### config.mk
export PLATFORM = sky130hd
export DESIGN_NAME = bids22_controller
export DESIGN_NICKNAME = d
export VERILOG_FILES = /design/src/rtl/bids22_controller_pkg.sv /design/src/rtl/bids22_bidder_port.sv /design/src/rtl/bids22_controller.sv
export SDC_FILE = /design/constraint.sdc
export NUM_CORES = 1
export LEC_CHECK = 0
export CAP_MARGIN = 25
export CORE_MARGIN = 2
export CORE_UTILIZATION = 40
export CTS_CLUSTER_DIAMETER = 40
export DETAILED_ROUTE_END_ITERATION = 10
export HOLD_SLACK_MARGIN = 0.03
export MAX_ROUTING_LAYER = met4
export PLACE_DENSITY = 0.62
export SYNTH_ARGS = -nofsm -noshare
export SYNTH_HDL_FRONTEND = slang
export SYNTH_SLANG_ARGS = --single-unit
### constraint.sdc
create_clock -name clk -period 10.7 [get_ports clk]
set_input_delay 1.605 -clock clk [delete_from_list [all_inputs] [get_ports clk]]
set_output_delay 1.605 -clock clk [all_outputs]
set_load 0.02 [all_outputs]
### src/rtl/bids22_controller_pkg.sv
// rtl/bids22_controller_pkg.sv - shared types for the BIDS22 bid controller
package BIDS22pkg;

   localparam int NUM_BIDDERS = 3;

   typedef enum logic [3:0] {
      OP_NOOP       = 4'd0,
      OP_UNLOCK     = 4'd1,
      OP_LOCK       = 4'd2,
      OP_LOAD_X     = 4'd3,
      OP_LOAD_Y     = 4'd4,
      OP_LOAD_Z     = 4'd5,
      OP_SET_MASK   = 4'd6,
      OP_SET_CHARGE = 4'd8
   } operation_t;

   typedef enum logic [1:0] {
      ST_UNLOCKED,
      ST_LOCKED,
      ST_ROUND_ACTIVE,
      ST_ROUND_OVER
   } state_t;

   typedef enum logic [1:0] {
      BERR_NONE           = 2'd0,
      BERR_ROUND_INACTIVE = 2'd1,
      BERR_INSUFFICIENT   = 2'd2,
      BERR_INVALID_REQ    = 2'd3
   } bidder_err_t;

   typedef enum logic [2:0] {
      CERR_NONE             = 3'd0,
      CERR_BAD_KEY          = 3'd1,
      CERR_ALREADY_UNLOCKED = 3'd2,
      CERR_ALREADY_LOCKED   = 3'd3,
      CERR_INVALID_OP       = 3'd4,
      CERR_LOCKED_WRITE     = 3'd5,
      CERR_START_UNLOCKED   = 3'd6
   } ctrl_err_t;

endpackage

### src/rtl/bids22_bidder_port.sv
// rtl/bids22_bidder_port.sv - per-bidder acceptance check for one bid request
module bids22_bidder_port
   import BIDS22pkg::*;
(
   input  logic [31:0] balance,
   input  logic [15:0] amt,
   input  logic        mask_bit,
   input  logic [31:0] charge,
   input  logic [15:0] max_bid,
   input  logic        active,
   output logic        accept,
   output bidder_err_t err
);

   logic [32:0] cost;

   // Cost is widened so a large charge cannot wrap and fake sufficient funds.
   always_comb begin
      cost   = {17'd0, amt} + {1'b0, charge};
      accept = 1'b0;
      err    = BERR_NONE;
      if (!active) begin
         err = BERR_ROUND_INACTIVE;
      end else if (!mask_bit || (amt <= max_bid)) begin
         err = BERR_INVALID_REQ;
      end else if ({1'b0, balance} < cost) begin
         err = BERR_INSUFFICIENT;
      end else begin
         accept = 1'b1;
      end
   end

endmodule

### src/rtl/bids22_controller.sv
// rtl/bids22_controller.sv - BIDS22 bid controller: lock/key, balances, sealed rounds
module bids22_controller
   import BIDS22pkg::*;
#(
   parameter logic [31:0] DEF_CHARGE = 32'd1
) (
   input  logic        clk,
   input  logic        reset_n,
   input  logic [15:0] X_bidAmt,
   input  logic [15:0] Y_bidAmt,
   input  logic [15:0] Z_bidAmt,
   input  logic        X_bid,
   input  logic        Y_bid,
   input  logic        Z_bid,
   input  logic        X_retract,
   input  logic        Y_retract,
   input  logic        Z_retract,
   input  logic [31:0] C_data,
   input  logic [3:0]  C_op,
   input  logic        C_start,
   output logic        X_ack,
   output logic        Y_ack,
   output logic        Z_ack,
   output logic [1:0]  X_err,
   output logic [1:0]  Y_err,
   output logic [1:0]  Z_err,
   output logic [31:0] X_balance,
   output logic [31:0] Y_balance,
   output logic [31:0] Z_balance,
   output logic        X_win,
   output logic        Y_win,
   output logic        Z_win,
   output logic        ready,
   output logic [2:0]  err,
   output logic        roundOver,
   output logic [31:0] maxBid
);

   state_t      state, state_nxt;
   logic [31:0] key_q, key_nxt, charge_q, charge_nxt;
   logic [2:0]  mask_q, mask_nxt, leader_q, leader_nxt;
   logic [15:0] max_bid_q, max_bid_nxt, amt [NUM_BIDDERS];
   logic [31:0] bal_q [NUM_BIDDERS];
   logic [31:0] bal_nxt [NUM_BIDDERS];
   logic [2:0]  bid_in, retract_in, accept, ack_q, ack_nxt, win_q, win_nxt, sel_oh;
   bidder_err_t port_err [NUM_BIDDERS];
   bidder_err_t berr_q [NUM_BIDDERS];
   bidder_err_t berr_nxt [NUM_BIDDERS];
   ctrl_err_t   cerr_q, cerr_nxt;
   logic        start_q, round_over_q, round_over_nxt, ready_nxt, round_run, op_valid, found;
   logic [15:0] best;

   assign amt[0]     = X_bidAmt;
   assign amt[1]     = Y_bidAmt;
   assign amt[2]     = Z_bidAmt;
   assign bid_in     = {Z_bid, Y_bid, X_bid};
   assign retract_in = {Z_retract, Y_retract, X_retract};
   // Bids count only while the round is still being held open.
   assign round_run  = (state == ST_ROUND_ACTIVE) && C_start;
   assign op_valid   = ready && !C_start;

   for (genvar g = 0; g < NUM_BIDDERS; g++) begin : g_port
      bids22_bidder_port u_port (
         .balance  (bal_q[g]),
         .amt      (amt[g]),
         .mask_bit (mask_q[g]),
         .charge   (charge_q),
         .max_bid  (max_bid_q),
         .active   (round_run),
         .accept   (accept[g]),
         .err      (port_err[g])
      );
   end

   always_ff @(posedge clk or negedge reset_n) begin
      if (!reset_n) state <= ST_UNLOCKED;
      else          state <= state_nxt;
   end

   always_comb begin
      state_nxt = state;
      case (state)
         ST_UNLOCKED:     if (op_valid && C_op == OP_LOCK) state_nxt = ST_LOCKED;
         ST_LOCKED: begin
            if (C_start) state_nxt = ST_ROUND_ACTIVE;
            else if (op_valid && C_op == OP_UNLOCK && C_data == key_q) state_nxt = ST_UNLOCKED;
         end
         ST_ROUND_ACTIVE: if (!C_start) state_nxt = ST_ROUND_OVER;
         default:         state_nxt = ST_LOCKED;
      endcase
   end

   always_comb begin
      key_nxt = key_q;  charge_nxt = charge_q;  mask_nxt = mask_q;
      leader_nxt = leader_q;  max_bid_nxt = max_bid_q;
      cerr_nxt = CERR_NONE;  round_over_nxt = 1'b0;  win_nxt = '0;
      ack_nxt = '0;  found = 1'b0;  best = '0;  sel_oh = '0;
      for (int i = 0; i < NUM_BIDDERS; i++) begin
         bal_nxt[i]  = bal_q[i];
         berr_nxt[i] = BERR_NONE;
         if (bid_in[i]) begin
            if (accept[i]) begin
               ack_nxt[i] = 1'b1;
               bal_nxt[i] = bal_q[i] - charge_q;
               // Strict compare in X,Y,Z order gives X>Y>Z on equal amounts.
               if (!found || amt[i] > best) begin
                  found = 1'b1;  best = amt[i];  sel_oh = '0;  sel_oh[i] = 1'b1;
               end
            end else begin
               berr_nxt[i] = port_err[i];
            end
         end else if (retract_in[i]) begin
            if (!round_run)       berr_nxt[i] = BERR_ROUND_INACTIVE;
            else if (leader_q[i]) begin ack_nxt[i] = 1'b1; leader_nxt = '0; end
            else                  berr_nxt[i] = BERR_INVALID_REQ;
         end
      end
      if (found) begin
         leader_nxt  = sel_oh;
         max_bid_nxt = best;
      end

      case (state)
         ST_UNLOCKED: if (C_start && !start_q) cerr_nxt = CERR_START_UNLOCKED;
         ST_LOCKED:   if (C_start) begin max_bid_nxt = '0; leader_nxt = '0; end
         ST_ROUND_ACTIVE: if (!C_start) begin
            round_over_nxt = 1'b1;
            win_nxt        = leader_q;
            for (int i = 0; i < NUM_BIDDERS; i++)
               if (leader_q[i]) bal_nxt[i] = bal_q[i] - {16'd0, max_bid_q};
         end
         default: ;
      endcase

      if (op_valid) begin
         case (C_op)
            OP_NOOP: ;
            OP_UNLOCK: begin
               if (state == ST_UNLOCKED)  cerr_nxt = CERR_ALREADY_UNLOCKED;
               else if (C_data != key_q) cerr_nxt = CERR_BAD_KEY;
            end
            OP_LOCK: begin
               if (state == ST_LOCKED) cerr_nxt = CERR_ALREADY_LOCKED;
               else                    key_nxt  = C_data;
            end
            OP_LOAD_X, OP_LOAD_Y, OP_LOAD_Z, OP_SET_MASK, OP_SET_CHARGE: begin
               if (state == ST_LOCKED) cerr_nxt = CERR_LOCKED_WRITE;
               else begin
                  case (C_op)
                     OP_LOAD_X:   bal_nxt[0] = C_data;
                     OP_LOAD_Y:   bal_nxt[1] = C_data;
                     OP_LOAD_Z:   bal_nxt[2] = C_data;
                     OP_SET_MASK: mask_nxt   = C_data[2:0];
                     default:     charge_nxt = C_data;
                  endcase
               end
            end
            default: cerr_nxt = CERR_INVALID_OP;
         endcase
      end

      ready_nxt = (state_nxt == ST_UNLOCKED) || (state_nxt == ST_LOCKED);
   end

   always_ff @(posedge clk or negedge reset_n) begin
      if (!reset_n) begin
         key_q <= '0;  charge_q <= DEF_CHARGE;  mask_q <= 3'b111;
         leader_q <= '0;  max_bid_q <= '0;  start_q <= 1'b0;
         cerr_q <= CERR_NONE;  round_over_q <= 1'b0;  win_q <= '0;
         ack_q <= '0;  ready <= 1'b1;
         for (int i = 0; i < NUM_BIDDERS; i++) begin
            bal_q[i]  <= '0;
            berr_q[i] <= BERR_NONE;
         end
      end else begin
         key_q <= key_nxt;  charge_q <= charge_nxt;  mask_q <= mask_nxt;
         leader_q <= leader_nxt;  max_bid_q <= max_bid_nxt;  start_q <= C_start;
         cerr_q <= cerr_nxt;  round_over_q <= round_over_nxt;  win_q <= win_nxt;
         ack_q <= ack_nxt;  ready <= ready_nxt;
         for (int i = 0; i < NUM_BIDDERS; i++) begin
            bal_q[i]  <= bal_nxt[i];
            berr_q[i] <= berr_nxt[i];
         end
      end
   end

   assign {Z_ack, Y_ack, X_ack} = ack_q;
   assign {Z_win, Y_win, X_win} = win_q;
   assign X_err     = berr_q[0];
   assign Y_err     = berr_q[1];
   assign Z_err     = berr_q[2];
   assign X_balance = bal_q[0];
   assign Y_balance = bal_q[1];
   assign Z_balance = bal_q[2];
   assign err       = cerr_q;
   assign roundOver = round_over_q;
   assign maxBid    = {16'd0, max_bid_q};

endmodule

==> results.sh <==
export IMPL_critical_path_peak_fanout=16
export IMPL_cts_hold_fix_buffers=0
export IMPL_final_antenna_net_count=0
export IMPL_vdd_drop_max_mv=0.1560
export IMPL_dp_hpwl_mm=78.00
export IMPL_crit_reg2reg_launch="charge_q[0]"
export IMPL_number_of_global_route_vias_before_repair=23443
export IMPL_regToRegSetupSlack_ps=1740
export IMPL_rr_worst_depth=41
export IMPL_drt_pass1_iterations=6
export IMPL_cap_viol_max_count=0
export IMPL_grt_max_degree=92
export IMPL_cp_end_kind="flip-flop"
export IMPL_cellPowerDensity_mw_per_mm2=388.8
export IMPL_cpMaxStageDelayCell="clkdlybuf4s50_1"
export IMPL_tritoncts_clock_tree="built"
export IMPL_leading_cell_types_in_the_layout_fill_and_taps_excluded="ha_1 (362), nand2_1 (262), a21oi_1 (256)"
export IMPL_drt_met1_wl_mm=45.16
export IMPL_cts_buffers_inserted=53
export IMPL_dr_total_vias=24423
export IMPL_placement_io_buffers=221
export IMPL_rsz0062_at_grt="no"
export IMPL_post_synth_num_cell_types=92
export IMPL_topRoutingLayerUsed="met4"
export IMPL_ctsLongestPathBuffers=3
export IMPL_most_frequent_standard_cell_in_the_layout_excluding_fill_and_tap_cells="ha_1"
export IMPL_synth_edf_count=0
export IMPL_final_max_slew_violation_count=0
export IMPL_pin_count=238
export IMPL_worst_slew_pin_transition_ps=1019
export IMPL_finalSetupTns_ps=0
export IMPL_r2r_end="max_bid_q[0]"
export IMPL_cp_data_required_time_ps=11160
export IMPL_totalWireLength_mm=97.97
export IMPL_fraction_of_synthesis_flops_using_an_asynchronous_set_or_reset_pin_pct=100.0
export IMPL_cts_repair_timing_setup_buffer_count=0
export IMPL_crit_arrival_ps=10450
export IMPL_design_area_mm2=0.02904
export IMPL_cts_repair_resized=0
export IMPL_hold_worst_slack_ps=517.5
export IMPL_detailroute_wirelength_met3_mm=7.793
export IMPL_critical_path_max_stage_delay_ps=640
export IMPL_hold_path_end="key_q[24]"
export IMPL_placed_cell_area_mm2=0.02716
export IMPL_mappedNetlistArea_mm2=0.02405
export IMPL_register_clock_pin_slew_on_the_reported_worst_setup_and_hold_paths_ps=40
export IMPL_layout_drive_gt1_share_pct=7.945
export IMPL_post_route_skew_ps=41.97
export IMPL_yosysWarnings=0
export IMPL_grt_pass1_wl_mm=146.0
export IMPL_utilization_pct=49.02
export IMPL_worstSetupStartpointType="input port"
export IMPL_finalWorstPathRequiredPeriod_ps=9990
export IMPL_place_congestion=0.9855
export IMPL_timing_critical_path_buf_inv=4
export IMPL_synth_ff_type="dfrtp_1"
export IMPL_hold_class="flip-flop to flip-flop"
export IMPL_remaining_drc_errors=0
export IMPL_rows=89
export IMPL_postSynthCellCount=2953
export IMPL_first_iter_violations=2235
export IMPL_type_of_the_worst_setup_path="input port to flip-flop"
export IMPL_clk_root_buffer_cell="clkbuf_16"
export IMPL_detail_route_vias_per_cell=6.113
export IMPL_ctsHtreeMaxLevel=2
export IMPL_syn_area_per_cell_um2=8.146
export IMPL_finish_net_count=3642
export IMPL_antenna_cell_count=0
export IMPL_layout_area_overhead_vs_synth_pct=20.74
export IMPL_die_area_mm2=0.06211
export IMPL_result_of_the_run="finished, final reports clean"
export IMPL_path_delay_family="compound AO/OA/AOI/OAI gates"
export IMPL_chipHeight_um=249.2
export IMPL_fp_coreArea_mm2=0.05924
export IMPL_hold_violations=0
export IMPL_clkSinkCount=202
export IMPL_cellLeakagePower_nw=12.64
export IMPL_whs_path_depth=2
export IMPL_hold_path_startpoint="key_q[24]"
export IMPL_die_width_um=249.2
export IMPL_maxClockFrequency_mhz=100.1
export IMPL_antenna_found_initial=0
export IMPL_met2WireLength_mm=42.27
export IMPL_start_util_pct=40.60
export IMPL_global_route_usage_total_pct=31.59
export IMPL_layout_worst_path_cycle_share_pct=93.36
export IMPL_timing_slew_headroom_pct=31.99
export IMPL_synth_sequential_area_ratio_pct=21.04
export IMPL_routedWlPerCell_um=24.52
export IMPL_setup_viol=0
export IMPL_grt_ovfl_total=0
export IMPL_yosys_register_bits=202
export IMPL_insertion_delay_ps=620
flip-flops by register name (all words and copies together) (netlist names), 16 cells and up:
register,cells
X_balance,32
Y_balance,32
Z_balance,32
charge_q,32
key_q,32
max_bid_q,16
how the worst max path moves through the flow:
stage / start / endpoint / slack, ps / depth (start not counted)
2_1_floorplan: X_bidAmt[1] / max_bid_q[10] / 1450 / 44
3_3_place_gp: X_bidAmt[1] / max_bid_q[0] / 320 / 42
3_5_place_dp: X_bidAmt[1] / max_bid_q[0] / 190 / 42
4_1_cts: X_bidAmt[1] / max_bid_q[0] / 810 / 42
5_1_grt: X_bidAmt[1] / leader_q[0] / 100 / 41
6_report: X_bidAmt[1] / max_bid_q[0] / 710 / 42
cell families after synthesis:
family          after synthesis  share of synthesized area, %
compound gates              921                         24.93
simple gates                912                         18.22
fa+ha+maj                   371                         19.58
buf+inv                     234                         3.953
xor+xnor                    220                         8.010
flops                       202                         21.04
mux                          92                         4.255
other cells                   1                       0.01559
report_power, final:
part	switching, W	internal, W
sequential	0.000728	0.00110
combinational	0.00441	0.00337
clock	0.000537	0.00114
routing by layer:
layer | vias to the layer above | global-route usage [%]
met5 | - | -
met4 | 0 | 9.312
met3 | 162 | 3.950
met2 | 1075 | 47.54
met1 | 11785 | 44.19
li1 | 11401 | -
per-stage QoR:
stage                     setup WS [ps]  std cells  power (W)
after detailed placement          188.0       3894   0.009409
after global placement            321.3       3894   0.009226
final                             710.2       3995    0.01129
after floorplan                    1455       2968   0.007091
after global routing              103.5       3995    0.01218
after CTS                         805.7       3993    0.01116
Yosys cell counts, types with 9 or more instances:
master / number / area, µm²
o21a_1: 42 / 315.3
dfrtp_1: 197 / 4930
fa_1: 9 / 180.2
and3_1: 21 / 131.4
nand2_1: 262 / 983.4
ha_1: 362 / 4529
a21oi_1: 257 / 1286
nor2_1: 240 / 900.9
xor2_1: 60 / 525.5
o2111ai_1: 10 / 87.58
a32oi_1: 20 / 175.2
o22ai_1: 17 / 106.4
o211ai_1: 31 / 232.7
xnor2_1: 160 / 1401
a31oi_1: 35 / 219.0
o221ai_1: 21 / 183.9
or3_1: 25 / 156.4
o21ai_1: 19 / 95.09
o21bai_1: 22 / 165.2
a211oi_1: 33 / 247.7
nand3_1: 66 / 330.3
mux2_2: 71 / 799.5
o31ai_1: 25 / 187.7
a2111oi_0: 9 / 78.83
a21o_1: 120 / 900.9
or2_2: 10 / 62.56
mux2i_1: 13 / 130.1
nor3_1: 70 / 350.3
o21ai_0: 167 / 835.8
and2_1: 9 / 56.30
nand2b_1: 53 / 331.6
nand4_1: 54 / 337.8
buf_4: 17 / 127.6
nor4_1: 16 / 100.1
clkbuf_1: 82 / 307.8
nor2b_1: 38 / 237.7
inv_1: 121 / 454.2
worst min-delay path, stage by stage, from the launching register on:
cell and delay [ps]:
dfrtp_1 350, nand2_1 50, o21ai_0 70
final cells by class:
cell class / instances / area [µm²]
Multi-Input combinational cell: 2532 / 18120
Sequential cell: 202 / 5061
Timing Repair Buffer: 266 / 2592
Tap cell: 773 / 967.2
Inverter: 123 / 461.7
Clock buffer: 67 / 1449
Clock inverter: 32 / 391.6
Fill cell: 5664 / 30200
Power figures use the tool's default switching activity.
